File: src/rtl/calc_pipe.sv
// calc_pipe: two-stage add/subtract pipeline feeding a credit-controlled output FIFO.
// Defining CALC_PIPE_STATS_EN adds a saturating output-handshake counter on txn_cnt.
module calc_pipe #(
    parameter int OUT_DEPTH = 4
) (
    input  logic       clk,
    input  logic       rst_n,
    input  logic       in_valid,
    output logic       in_ready,
    input  logic [2:0] in_a,
    input  logic [2:0] in_b,
    output logic       out_valid,
    input  logic       out_ready,
    output logic [6:0] out_res,
    output logic       out_lt
`ifdef CALC_PIPE_STATS_EN
    ,
    output logic [15:0] txn_cnt
`endif
);

    localparam int PTR_W = (OUT_DEPTH > 1) ? $clog2(OUT_DEPTH) : 1;
    localparam int CNT_W = PTR_W + 1;
    localparam logic [CNT_W:0] DEPTH_L = (CNT_W + 1)'(OUT_DEPTH);

    typedef struct packed {
        logic [2:0] diff;
        logic [3:0] sum;
        logic       lt;
    } result_t;

    logic             ready_en;
    logic             s1_valid;
    logic [2:0]       s1_a;
    logic [2:0]       s1_b;
    logic             s2_valid;
    result_t          s2_res;
    result_t          s1_calc;
    logic [2:0]       diff_c;
    logic [3:0]       sum_c;

    result_t          mem [OUT_DEPTH];
    logic [PTR_W-1:0] wr_ptr;
    logic [PTR_W-1:0] rd_ptr;
    logic [CNT_W-1:0] fifo_count;
    logic [CNT_W-1:0] count_nxt;
    logic [CNT_W:0]   credit_used;
    result_t          head;

    logic accept;
    logic push;
    logic pop;

    assign diff_c  = s1_a - s1_b;
    assign sum_c   = {1'b0, s1_a} + {1'b0, s1_b};
    assign s1_calc = {diff_c, sum_c, diff_c[2]};

    // Every accepted pair owns a FIFO slot from acceptance on, so the FIFO can never overflow.
    assign credit_used = {1'b0, fifo_count}
                       + {{CNT_W{1'b0}}, s1_valid}
                       + {{CNT_W{1'b0}}, s2_valid};
    assign in_ready    = ready_en && (credit_used < DEPTH_L);

    assign accept    = in_valid && in_ready;
    assign push      = s2_valid;
    assign out_valid = (fifo_count != '0);
    assign pop       = out_valid && out_ready;

    // NOTE: always_comb outputs get a default first so no path leaves them unassigned (no latch).
    always_comb begin
        count_nxt = fifo_count;
        case ({push, pop})
            2'b10:   count_nxt = fifo_count + 1'b1;
            2'b01:   count_nxt = fifo_count - 1'b1;
            default: count_nxt = fifo_count;
        endcase
    end

    // NOTE: state registers use non-blocking assignments so every flop samples pre-edge values.
    always_ff @(posedge clk or negedge rst_n) begin
        if (!rst_n) begin
            ready_en   <= 1'b0;
            s1_valid   <= 1'b0;
            s2_valid   <= 1'b0;
            wr_ptr     <= '0;
            rd_ptr     <= '0;
            fifo_count <= '0;
        end else begin
            ready_en   <= 1'b1;
            s1_valid   <= accept;
            s2_valid   <= s1_valid;
            fifo_count <= count_nxt;
            if (push) wr_ptr <= wr_ptr + 1'b1;
            if (pop)  rd_ptr <= rd_ptr + 1'b1;
        end
    end

    // NOTE: payload and FIFO storage are not reset; the valid bits and fifo_count qualify them.
    always_ff @(posedge clk) begin
        if (accept) begin
            s1_a <= in_a;
            s1_b <= in_b;
        end
        s2_res <= s1_calc;
        if (push) mem[wr_ptr] <= s2_res;
    end

    assign head    = mem[rd_ptr];
    assign out_res = out_valid ? {head.diff, head.sum} : 7'h00;
    assign out_lt  = out_valid & head.lt;

`ifdef CALC_PIPE_STATS_EN
    always_ff @(posedge clk or negedge rst_n) begin
        if (!rst_n) begin
            txn_cnt <= 16'h0000;
        end else if (pop && (txn_cnt != 16'hFFFF)) begin
            txn_cnt <= txn_cnt + 16'd1;
        end
    end
`endif

endmodule

File: config.mk
export PLATFORM = sky130hd
export DESIGN_NAME = calc_pipe
export DESIGN_NICKNAME = d
export VERILOG_FILES = /design/src/rtl/calc_pipe.sv
export SDC_FILE = /design/constraint.sdc
export NUM_CORES = 1
export LEC_CHECK = 0
export ABC_AREA = 1
export CORE_AREA = 3 3 69 71
export DETAILED_ROUTE_END_ITERATION = 10
export DIE_AREA = 0 0 72 74
export HOLD_SLACK_MARGIN = 0.06
export MAX_ROUTING_LAYER = met4
export PLACE_DENSITY_LB_ADDON = 0.1
export SKIP_LAST_GASP = 1
export SYNTH_ARGS = -nofsm -noshare
export SYNTH_HDL_FRONTEND = slang
export SYNTH_SLANG_ARGS = --single-unit
export TNS_END_PERCENT = 20
File: constraint.sdc
create_clock -name clk -period 1.7 [get_ports clk]
set_input_delay 0.17 -clock clk [delete_from_list [all_inputs] [get_ports clk]]
set_output_delay 0.17 -clock clk [all_outputs]
set_load 0.005 [all_outputs]
After elaboration in Yosys (flattened, before gate mapping)
Memories as Yosys holds them, arrays and structs flattened.
Cells that the tools add are included.
{"block": "totals", "word_cells": 33, "ff_bits": 24, "in_bits": 10, "output_inout_bits": 10, "memories": 1, "mem_bits_rw": 32}
{"block": "op_classes", "n_bitwise": 1, "mux": 4, "n_eq_ne": 2, "order_cmp": 1, "n_addsub": 8, "n_reduce_logical": 5}
{"name": "mem", "words": 4, "width": 8, "read_ports": 1, "rd_ports_with_merged_regs": 0, "write_ports": 1, "line": "42", "rtl": "result_t mem [OUT_DEPTH];"}
{"cell": "$mux W7", "count": 1}
{"cell": "$pmux W3 S2", "count": 1}
{"cell": "$add A2 B1 Y2 const B", "count": 2}
{"cell": "$add A3 B1 Y4", "count": 1}
{"cell": "$add A3 B3 Y4", "count": 1}
{"cell": "$add A4 B1 Y4", "count": 1}
{"cell": "$lt A4 B3 Y1 const B", "count": 1}
{"cell": "$add A3 B1 Y3 const B", "count": 1}
{"cell": "$logic_and A1 B1 Y1", "count": 3}
{"cell": "$reduce_bool A3 Y1", "count": 1}
{"cell": "$sub A3 B1 Y3 const B", "count": 1}
{"cell": "$sub A3 B3 Y3", "count": 1}
{"cell": "$eq A2 B1 Y1 const B", "count": 1}
{"cell": "$eq A2 B2 Y1 const B", "count": 1}
{"cell": "$mux W1", "count": 2}
{"cell": "$reduce_bool A2 Y1", "count": 1}
{"cell": "$and A1 B1 Y1", "count": 1}

Depth between registers and ports, before layout
{"block": "depth", "depth_word": 5, "depth_mapped": 12, "depth_no_buf": 12}

Worst setup path after synthesis
OpenSTA, ideal clock, no wires.
{"block": "synth_path", "path_type": "register to register", "startpoint": "reg fifo_count[0]", "endpoint": "reg fifo_count[2]", "period_less_slack_ps": 1671, "t_arrival_ps": 1555, "required_ps": 1583, "path_slack_ps": 29, "n_path_buf": 0, "stages_incl_launch_ff": 12, "setup_ps": 117, "cell_sequence": "dfrtp_1 > inv_1 > nand3_1 > nand2_1 > inv_1 > ha_1 > inv_1 > fa_1 > nand2_1 > nand3_1 > nand2_1 > nand2_1"}
{"block": "synth_via", "elab_chain_cells": 4, "word_cells_on_any_way": 8, "cone_classes": "add/sub (2); eq/ne (2); mux (1); reduce/logical (3)"}
{"item": "start: declaration", "line": "45", "rtl": "logic [CNT_W-1:0] fifo_count;"}
{"item": "start signal: assignment", "line": "92", "rtl": "fifo_count <= count_nxt;"}
{"item": "$reduce_bool A3 Y1 (*)", "line": "66", "rtl": "assign out_valid = (fifo_count != '0);"}
{"item": "net out_valid", "line": "12", "rtl": "output logic out_valid,"}
{"item": "$logic_and A1 B1 Y1 (*)", "line": "67", "rtl": "assign pop = out_valid && out_ready;"}
{"item": "net pop", "line": "52", "rtl": "logic pop;"}
{"item": "$eq A2 B1 Y1 / $eq A2 B2 Y1 (equally long branches)", "line": "72", "rtl": "case ({push, pop})"}
{"item": "$pmux W3 S2 / $reduce_bool A2 Y1 (equally long branches)"}
The timed path passes the listed nets; every way through them passes the cells marked *.
A chain may end at the register's enable or synchronous reset.

Final worst setup path
{"block": "layout_path", "startpoint": "reg rd_ptr[0]", "endpoint": "out out_lt"}
{"block": "layout_via", "elab_chain_cells": 2}
{"item": "start: declaration", "line": "44", "rtl": "logic [PTR_W-1:0] rd_ptr;"}
{"item": "start signal: assignment", "line": "94", "rtl": "if (pop) rd_ptr <= rd_ptr + 1'b1;"}
{"item": "$mem_v2 Z4 W8"}
{"item": "$and A1 B1 Y1", "line": "110", "rtl": "assign out_lt = out_valid & head.lt;"}
{"item": "end: declaration", "line": "15", "rtl": "output logic out_lt"}
No other way between the ends.

==> results_dict.tcl <==
set metrics [dict create \
    status "finished with violations" \
    violations "setup timing" \
    yosysSeqAreaShare_pct 61.9 \
    utilization_pct 57.3 \
    htree_num_levels 2 \
    intPower_mw 2.47 \
    drtIter0Drc 110 \
    rrSetupSlack_ns 0.01 \
    hp-class "in2async" \
    io_buffers 19 \
    remaining_drc_errors 0 \
    power.switching_mw 1.22 \
    fmax_mhz 534 \
    worst_ep_arrival_time_ns 1.70 \
    worst_path_max_delay_cell "clkdlybuf4s50_1" \
    root_buffer "clkbuf_8" \
    synth_nets 219 \
    overflow 0 \
    path_class "reg2out" \
    grt_max_degree 15 \
    cts_sinks 46 \
    cts_buffer_depth 2 \
    ir_drop_v 0.000667 \
    min_period_ns 1.87 \
    totalPowerFinal_mw 3.68 \
    wl_um 3220 \
    setup_viol 6 \
    dp_slack_ns -0.0974 \
    seqPwrFrac_pct 42.7 \
    skew_ns 0.00990 \
    detail-route-antenna-nets 0 \
    setup_ws_ns -0.173 \
    dieArea_um2 5330 \
    reg2reg_to "fifo_count[2]" \
    vias_per_cell 4.54 \
    r2r_cells 11 \
    die_h_um 74 \
    end_kind "output pin" \
    clkPwrFrac_pct 17.4 \
    rows 24 \
    ys_warn_count 0 \
    yosys_register_bits 46 \
    slowest_delay_ns 0.51 \
    power_density_nw_per_um2 1500 \
    finish.net_count 250 \
    timing.rr.start "fifo_count[0]" \
    grtUsageTotal_pct 14.7 \
    core_area_um2 4290 \
    diodes 0 \
    dr_total_vias 1268 \
    die_x_um 72 \
    timing.final.max_slew_violations 0 \
    worst-path-max-fanout 12 \
    clock_latency_ns 0.30 \
    grt_pass1_wl_um 5580 \
    gp_congestion 0.709 \
    cts_tree "built" \
    cp.required_ns 1.53 \
    dp_hpwl_um 2300 \
    start_util_pct 47.8 \
    crit_chain "buf_6 -> nand2_1 -> nand3_1 -> a21oi_2 -> clkdlybuf4s50_1" \
    grt_pass1_vias 1239 \
    ys_types 20 \
    rsz0062_at_grt "true" \
    antenna_found_initial 0 \
    p_leak_nw 1.19 \
    path_clk_slew_ns 0.09 \
    drive_gt1_share_pct 11.0 \
    drv_cap 0 \
    cp-start-kind "register" \
    swShare_pct 33.0 \
    num_io_pins 20 \
    area_growth_syn_to_layout_pct 19.9 \
    p_comb_share_pct 39.9 \
    routedWlPerCell_um 11.5 \
    fin_crit_sh_pct 110 \
    numCtsBuffers 5 \
    synth.avg_cell_area_um2 10.5 \
    dr.pass1.iters 4 \
    synth_area_um2 2050 \
    syn_inst 195 \
    hold_viol 0 \
]
layer usage:
metal,GRT usage (%),vias to the layer above,wire (um)
met4,6.47,0,57
met2,24.5,24,1660
met5,-,-,0
met1,16.1,587,1370
met3,4.86,5,132
li1,-,652,-
cell usage after synthesis, drive strengths merged:
| cell type | n | share of area, % |
|---|---|---|
| a21oi | 6 | 1.5 |
| buf | 5 | 1.8 |
| clkbuf | 1 | 0.18 |
| conb | 1 | 0.18 |
| dfrtp | 10 | 12 |
| dfxtp | 6 | 5.9 |
| edfxtp | 30 | 44 |
| fa | 3 | 2.9 |
| ha | 11 | 6.7 |
| inv | 52 | 9.5 |
| nand2 | 42 | 7.7 |
| nand3 | 16 | 3.9 |
| nand4 | 1 | 0.30 |
| nor2 | 2 | 0.37 |
| o21ai | 4 | 0.98 |
| xnor2 | 3 | 1.3 |
| xor2 | 2 | 0.85 |
power groups by stage:
stage / logic [mW] / registers [mW] / clock network (mW)
final: 1.47 / 1.57 / 0.641
after global routing: 1.66 / 1.60 / 0.716
after CTS: 1.47 / 1.58 / 0.660
after detailed placement: 1.41 / 1.60 / 0
after global placement: 1.37 / 1.58 / 0
after floorplan: 0.833 / 1.57 / 0
worst max-delay path by stage:
stage                        startpoint             to  slack, ns  cells after the start
after detailed placement      out_ready  fifo_count[2]       -0.1                     10
after floorplan           fifo_count[0]  fifo_count[2]       0.03                     11
after CTS                     rd_ptr[0]     out_res[3]      -0.22                      5
final                         rd_ptr[0]         out_lt      -0.17                      5
after global placement        out_ready  fifo_count[2]      -0.03                     10
after global routing          rd_ptr[0]     out_res[0]      -0.27                      5
critical path, delay by kind of cell, from the launching register on:
kind / cells / cell delay [ns]
AOI/OAI and AO/OA: 1 / 0.17
buffers and inverters: 2 / 0.67
DFF: 1 / 0.42
and+or+nand+nor: 2 / 0.14
logic make-up after synthesis:
family	after synthesis	share of synthesized area [%]
XOR/XNOR	5	2.13
AO/OA/AOI/OAI	10	2.44
adder cells (fa/ha/maj)	14	9.63
AND/OR/NAND/NOR	61	12.2
flip-flops	46	61.9
other	1	0.183
buffers and inverters	58	11.5
placed cells by master (no fill, tap or decap), drive strengths merged:
cell type	synthesis	final
conb	1	1
nand2	42	42
nand4	1	1
a21oi	6	6
xor2	2	2
clkdlybuf4s50	0	16
dlymetal6s2s	0	1
clkbuf	1	6
clkinv	0	2
ha	11	11
o21ai	4	4
nand3	16	16
buf	5	11
xnor2	3	3
dfrtp	10	10
dfxtp	6	6
fa	3	3
inv	52	52
nor2	2	2
edfxtp	30	30
dlygate4sd2	0	2
through the flow:
step | TNS [ns] | area, um^2 | std cells | hold slack, ns
3_3_place_gp | -0.0284 | 2340 | 269 | 0.376
2_1_floorplan | 0 | 2050 | 195 | -0.126
4_1_cts | -1.51 | 2450 | 278 | 0.199
5_1_grt | -1.97 | 2460 | 279 | 0.212
3_5_place_dp | -0.111 | 2340 | 269 | 0.380
6_report | -0.916 | 2460 | 279 | 0.192
sequential cells by signal, summed over array words and instances, names as in the netlist:
name / flops
fifo_count: 3
mem: 24
push: 1
rd_ptr: 2
ready_en: 1
s1_a: 3
s1_b: 3
s1_valid: 1
s2_res: 6
wr_ptr: 2
timing repair:
action / 4_1_cts / 5_1_grt
setup buffers: 1 / 1
gates resized for setup: 8 / 2
setup endpoints to repair: 11 / 12
pin swaps: 1 / 0
hold buffers: 0 / 0
cloned: 0 / 0
area by class of cell:
cell class              count  area, um^2
flip-flops and latches     46        1270
well taps                  52        65.1
clock inverters             2        13.8
multi-input cells          91         568
repair buffers             30         277
clock buffers               6        72.6
fillers                   370        1830
inverters                  52         195
Power figures use the tool's default switching activity.
